[config.mk]
export PLATFORM = sky130hd
export DESIGN_NAME = ex_mem_stage
export DESIGN_NICKNAME = d
export VERILOG_FILES = /design/src/rtl/ex_mem_stage_pkg.sv /design/src/rtl/ex_mem_stage_exc_rewrite.sv /design/src/rtl/ex_mem_stage.sv
export SDC_FILE = /design/constraint.sdc
export NUM_CORES = 1
export LEC_CHECK = 0
export BUFFER_PORTS_ARGS = -buffer_cell sky130_fd_sc_hd__buf_2
export CORE_ASPECT_RATIO = 2
export CORE_UTILIZATION = 50
export CTS_CLUSTER_DIAMETER = 50
export DETAILED_ROUTE_END_ITERATION = 6
export PLACE_DENSITY = 0.77
export RECOVER_POWER = 50
export SLEW_MARGIN = 25
export SYNTH_ARGS = -nofsm -noshare
export SYNTH_HDL_FRONTEND = slang
export SYNTH_SLANG_ARGS = --single-unit
[constraint.sdc]
create_clock -name clock -period 1.7 [get_ports clock]
set_input_delay 0.085 -clock clock [delete_from_list [all_inputs] [get_ports clock]]
set_output_delay 0.085 -clock clock [all_outputs]
set_load 0.1 [all_outputs]
[src/rtl/ex_mem_stage_pkg.sv]
// Shared types for the execute->memory stage: exception opcodes, stage payload
// and skid-buffer state encodings.
package ex_mem_stage_pkg;

    localparam int DATA_W  = 32;
    localparam int REG_W   = 5;
    localparam int EXC_REG = 30;

    typedef enum logic [1:0] {
        EXC_NONE = 2'd0,
        EXC_ADD  = 2'd1,
        EXC_ADDI = 2'd2,
        EXC_SUB  = 2'd3
    } exc_op_e;

    typedef enum logic [1:0] {
        BUF_EMPTY = 2'd0,
        BUF_ONE   = 2'd1,
        BUF_TWO   = 2'd2
    } buf_state_e;

    typedef struct packed {
        logic [DATA_W-1:0] result;
        logic [REG_W-1:0]  rd;
        logic              wen;
        logic [DATA_W-1:0] store_data;
        logic              mem_we;
        logic [DATA_W-1:0] pc;
        logic              exception;
    } stage_payload_t;

endpackage

[src/rtl/ex_mem_stage_exc_rewrite.sv]
// Combinational overflow-exception rewrite of a stage payload; shared with the
// multdiv path so both report overflow status the same way.
module exc_rewrite
    import ex_mem_stage_pkg::*;
(
    input  stage_payload_t in_pay,
    input  logic           overflow,
    input  logic [1:0]     exc_op,
    output stage_payload_t out_pay
);

    always_comb begin
        out_pay = in_pay;
        // Status code is the opcode itself, so software can tell add/addi/sub apart.
        if (overflow && (exc_op != EXC_NONE)) begin
            out_pay.result    = DATA_W'(exc_op);
            out_pay.rd        = REG_W'(EXC_REG);
            out_pay.wen       = 1'b1;
            out_pay.mem_we    = 1'b0;
            out_pay.exception = 1'b1;
        end
    end

endmodule

[src/rtl/ex_mem_stage.sv]
// Execute->memory pipeline stage: overflow rewrite plus a 2-entry skid buffer.
// Optional exception-delivery counter enabled by EXC_COUNT_EN.
//
// state     | meaning
// BUF_EMPTY | no valid entries, in_ready = 1
// BUF_ONE   | main entry valid, in_ready = 1
// BUF_TWO   | main and skid valid, in_ready = 0
module ex_mem_stage
    import ex_mem_stage_pkg::*;
(
    input  logic              clock,
    input  logic              reset,
    input  logic              in_valid,
    output logic              in_ready,
    input  logic [DATA_W-1:0] in_result,
    input  logic              in_overflow,
    input  logic [1:0]        in_exc_op,
    input  logic [REG_W-1:0]  in_rd,
    input  logic              in_wen,
    input  logic [DATA_W-1:0] in_store_data,
    input  logic              in_mem_we,
    input  logic [DATA_W-1:0] in_pc,
    input  logic              flush,
    output logic              out_valid,
    input  logic              out_ready,
    output logic [DATA_W-1:0] out_result,
    output logic [REG_W-1:0]  out_rd,
    output logic              out_wen,
    output logic [DATA_W-1:0] out_store_data,
    output logic              out_mem_we,
    output logic [DATA_W-1:0] out_pc,
    output logic              out_exception
`ifdef EXC_COUNT_EN
    ,
    output logic [31:0]       exc_count
`endif
);

    buf_state_e     state_q, state_d;
    stage_payload_t main_q, main_d;
    stage_payload_t skid_q, skid_d;
    stage_payload_t raw_pay, cap_pay;
    logic           accept, deliver;

    assign raw_pay = '{result:     in_result,
                       rd:         in_rd,
                       wen:        in_wen,
                       store_data: in_store_data,
                       mem_we:     in_mem_we,
                       pc:         in_pc,
                       exception:  1'b0};

    exc_rewrite u_exc_rewrite (
        .in_pay   (raw_pay),
        .overflow (in_overflow),
        .exc_op   (in_exc_op),
        .out_pay  (cap_pay)
    );

    assign in_ready  = (state_q != BUF_TWO);
    assign out_valid = (state_q != BUF_EMPTY);
    assign accept    = in_valid & in_ready;
    assign deliver   = out_valid & out_ready;

    always_comb begin
        state_d = state_q;
        main_d  = main_q;
        skid_d  = skid_q;
        if (flush) begin
            state_d = BUF_EMPTY;
        end else begin
            case (state_q)
                BUF_EMPTY: begin
                    if (accept) begin
                        state_d = BUF_ONE;
                        main_d  = cap_pay;
                    end
                end
                BUF_ONE: begin
                    if (accept && deliver) begin
                        main_d = cap_pay;
                    end else if (accept) begin
                        state_d = BUF_TWO;
                        skid_d  = cap_pay;
                    end else if (deliver) begin
                        state_d = BUF_EMPTY;
                    end
                end
                BUF_TWO: begin
                    if (deliver) begin
                        state_d = BUF_ONE;
                        main_d  = skid_q;
                    end
                end
                default: state_d = BUF_EMPTY;
            endcase
        end
    end

    always_ff @(posedge clock or negedge reset) begin
        if (!reset) begin
            state_q <= BUF_EMPTY;
            main_q  <= '0;
            skid_q  <= '0;
        end else begin
            state_q <= state_d;
            main_q  <= main_d;
            skid_q  <= skid_d;
        end
    end

    assign out_result     = main_q.result;
    assign out_rd         = main_q.rd;
    assign out_wen        = main_q.wen & out_valid;
    assign out_store_data = main_q.store_data;
    assign out_mem_we     = main_q.mem_we & out_valid;
    assign out_pc         = main_q.pc;
    assign out_exception  = main_q.exception;

`ifdef EXC_COUNT_EN
    logic [31:0] exc_count_q, exc_count_d;

    always_comb begin
        exc_count_d = exc_count_q;
        if (deliver && main_q.exception) begin
            exc_count_d = exc_count_q + 32'd1;
        end
    end

    always_ff @(posedge clock or negedge reset) begin
        if (!reset) begin
            exc_count_q <= '0;
        end else begin
            exc_count_q <= exc_count_d;
        end
    end

    assign exc_count = exc_count_q;
`endif

endmodule

==> summary.md <==
| Metric | Value |
|---|---|
| Syn. warnings | `0` |
| Sequential cell area fraction in the yosys report | `0.5043` |
| Routed length per placed instance | `19.58 um` |
| Final nets | `1209` |
| Non-filler cells, final | `1379` |
| I/O Pins | `217` |
| Synth-to-layout area growth | `32.80%` |
| Initial antenna violation count | `2` |
| PwrDens | `1355 nW/um2` |
| RSZ-0062 raised after global routing | `true` |
| Post-synth EDFFs | `0` |
| Layout cell share with drive strength beyond 1 | `0.4685` |
| Clock Pin Slew Worst Setup and Hold Paths | `0.07 ns` |
| Final Worst Setup Slack | `-0.1757 ns` |
| Final HPWL DP | `14910 um` |
| Synthesized area | `10420 um2` |
| Ys async rst share | `1.000` |
| Hold/Removal Path Class | `primary input to flip-flop` |
| Yosys top cell area share | `0.5043` |
| CP Data Arrival Time | `2.24 ns` |
| Largest net degree at the start of global routing | `64` |
| # DRC | `0` |
| TritonCTS clock tree | `yes` |
| Worst setup EP type | `flip-flop` |
| Global Route Usage Sum | `0.2428` |
| Placed Cells | `1207` |
| Layout Skew | `0.01480 ns` |
| Total congestion overflow | `0` |
| Multi-input logic area | `4165 um2` |
| Post-synth top cells | `dfrtp_1, mux2_2, buf_4` |
| FP Rows | `74` |
| First-pass DRT Iterations | `4` |
| I/O Buffers | `216` |
| Initial drt markers | `257` |
| Startpoint types | `flip-flop` |
| Routed Antenna Nets | `0` |
| Cells after Synth | `845` |
| Synth Register Bits | `210` |
| Core area | `20460 um2` |
| Post-Syn Nets | `956` |
| Vias in the first global route | `7812` |
| Die Y-Extent | `206.2 um` |
| Post-layout min period | `1.876 ns` |
| Max clock buf depth | `3` |
| TritonCTS Buffers | `19` |
| Most common cell in the netlist | `dfrtp_1` |
| Initial Util | `0.5093` |
| CP Max Fanout | `7` |
| Worst-Margin Slew | `1.090 ns` |
| Slew Limit Fails | `0` |
| First-pass GRT wire length | `40870 um` |
| Setup Total Neg Slack | `-12.09 ns` |
| Main synth FF type | `dfrtp_1` |
| Crit path kind | `flip-flop to flip-flop` |
| Worst slack at placement | `-0.03777 ns` |
| Clk_lat worst skew | `0.49 ns` |
| Synth cell types | `29` |
| Total Power | `18.76 mW` |
| # clock sinks | `210` |
| Vias per cell | `5.281` |
| Fill cell count | `1391` |
| Max Cap Viol | `0` |
| Main area contributors after synthesis | `dfrtp_1, mux2_2, buf_4, mux2i_1, and3b_1` |
| Finished Core Util | `0.6763` |
| Cell taking the most area after synthesis | `dfrtp_1` |
| Via count | `7282` |
| Clk root buf | `clkbuf_16` |
| Die footprint | `21460 um2` |
| VDD IR-drop max | `0.9894 mV` |
| Slew HR | `0.2732` |
| Crit path required time | `2.07 ns` |
| Final wirelength | `27010 um` |
| Reg area | `5256 um2` |
| Final worst path period share | `1.103` |
| GP Congestion | `0.7713` |
| Violated checks | `negative setup slack` |
| Outcome | `finished with violations` |
| F_max | `0.5331 GHz` |
| Setup violators final | `108` |
| Syn Area/Cell | `12.33 um2` |
| H-tree Lvls | `1` |
| Pleak | `6.951 nW` |
| Final Hold Viols | `0` |
| Die width | `104.1 um` |
routing by layer:
metal  share of wire  wire [um]  track usage  vias up
met5               0          0            0        -
met4           0.060       1628       0.1510        0
met3           0.036        976      0.02964       96
met2            0.54      14700       0.4540      242
met1            0.36       9700       0.2576     3666
li1                -          -            -     3278
report_power, final:
part           internal, mW  switching [mW]  leakage, nW
registers              6.26           0.707         2.52
clock network          2.51            1.86        0.302
logic                  2.10            5.32         4.13
worst max-delay path: stages, from the launching register on:
cell,delay (ns)
dfrtp_2,0.47
mux2i_4,0.23
o31ai_4,0.32
buf_6,0.18
buf_12,0.12
buf_16,0.12
mux2_2,0.32
timing repair:
item	in CTS	in global routing
gates cloned	7	4
pin swaps	3	1
setup buffers	17	2
hold endpoints to repair	387	0
gates resized for setup	44	49
endpoints found under the setup margin	75	107
hold buffers	106	0
cell families (layout without fill, tap and decap cells):
| logic type | count (synthesis) | in the layout | synth area share |
|---|---|---|---|
| multiplexers | 274 | 274 | 0.2880 |
| AND/OR/NAND/NOR | 92 | 92 | 0.05439 |
| other | 0 | 3 | 0 |
| buffers and inverters | 223 | 488 | 0.1244 |
| flip-flops | 210 | 210 | 0.5043 |
| AO/OA/AOI/OAI | 46 | 46 | 0.02893 |
registers in the layout, summed over array words and instances, names as in the netlist:
signal,count
out_pc,32
out_store_data,32
main_q,2
out_exception,1
out_result,32
skid_q,104
state_q,2
out_rd,5
path summary, 6_finish.rpt:
path                                    from                  to  slack, ns  cells past startpoint
min reg2reg                out_store_data[6]   out_store_data[6]       0.49                      1
max in group asynchronous              reset          skid_q[37]       0.19                      3
max                               state_q[1]  out_store_data[29]      -0.18                      6
min in group asynchronous              reset      out_result[20]       0.34                      2
min                              in_overflow          skid_q[72]       0.07                      4
max reg2reg                       state_q[1]  out_store_data[29]      -0.18                      6
cells in the final DEF (no fill, tap or decap), drive strengths merged, types with 3 or more instances in the layout:
cell and instances:
dfrtp 210, buf 267, inv 71, a31oi 39, clkbuf 33, mux2i 67
bufbuf 5, nor3b 7, mux2 207, dlygate4sd3 106, clkinv 3, diode 3
nand2 42, and3b 32
through the flow:
step / instance area [um2] / hold slack (ns)
CTS: 13560 / 0.01922
finish: 13840 / 0.06519
detailed placement: 11370 / 0.04546
global placement: 11370 / 0.04217
global route: 13840 / 0.07272
floorplan: 10440 / -0.2106
layout make-up:
type                    count  area share
clock inverters             6    0.006238
clock buffers              27     0.03869
well taps                 266     0.02405
repair buffers            384      0.2295
inverters                  71     0.02016
multi-input cells         412      0.3010
diodes                      3   0.0005424
flip-flops and latches    210      0.3798
(Power assumes the default switching activity.)
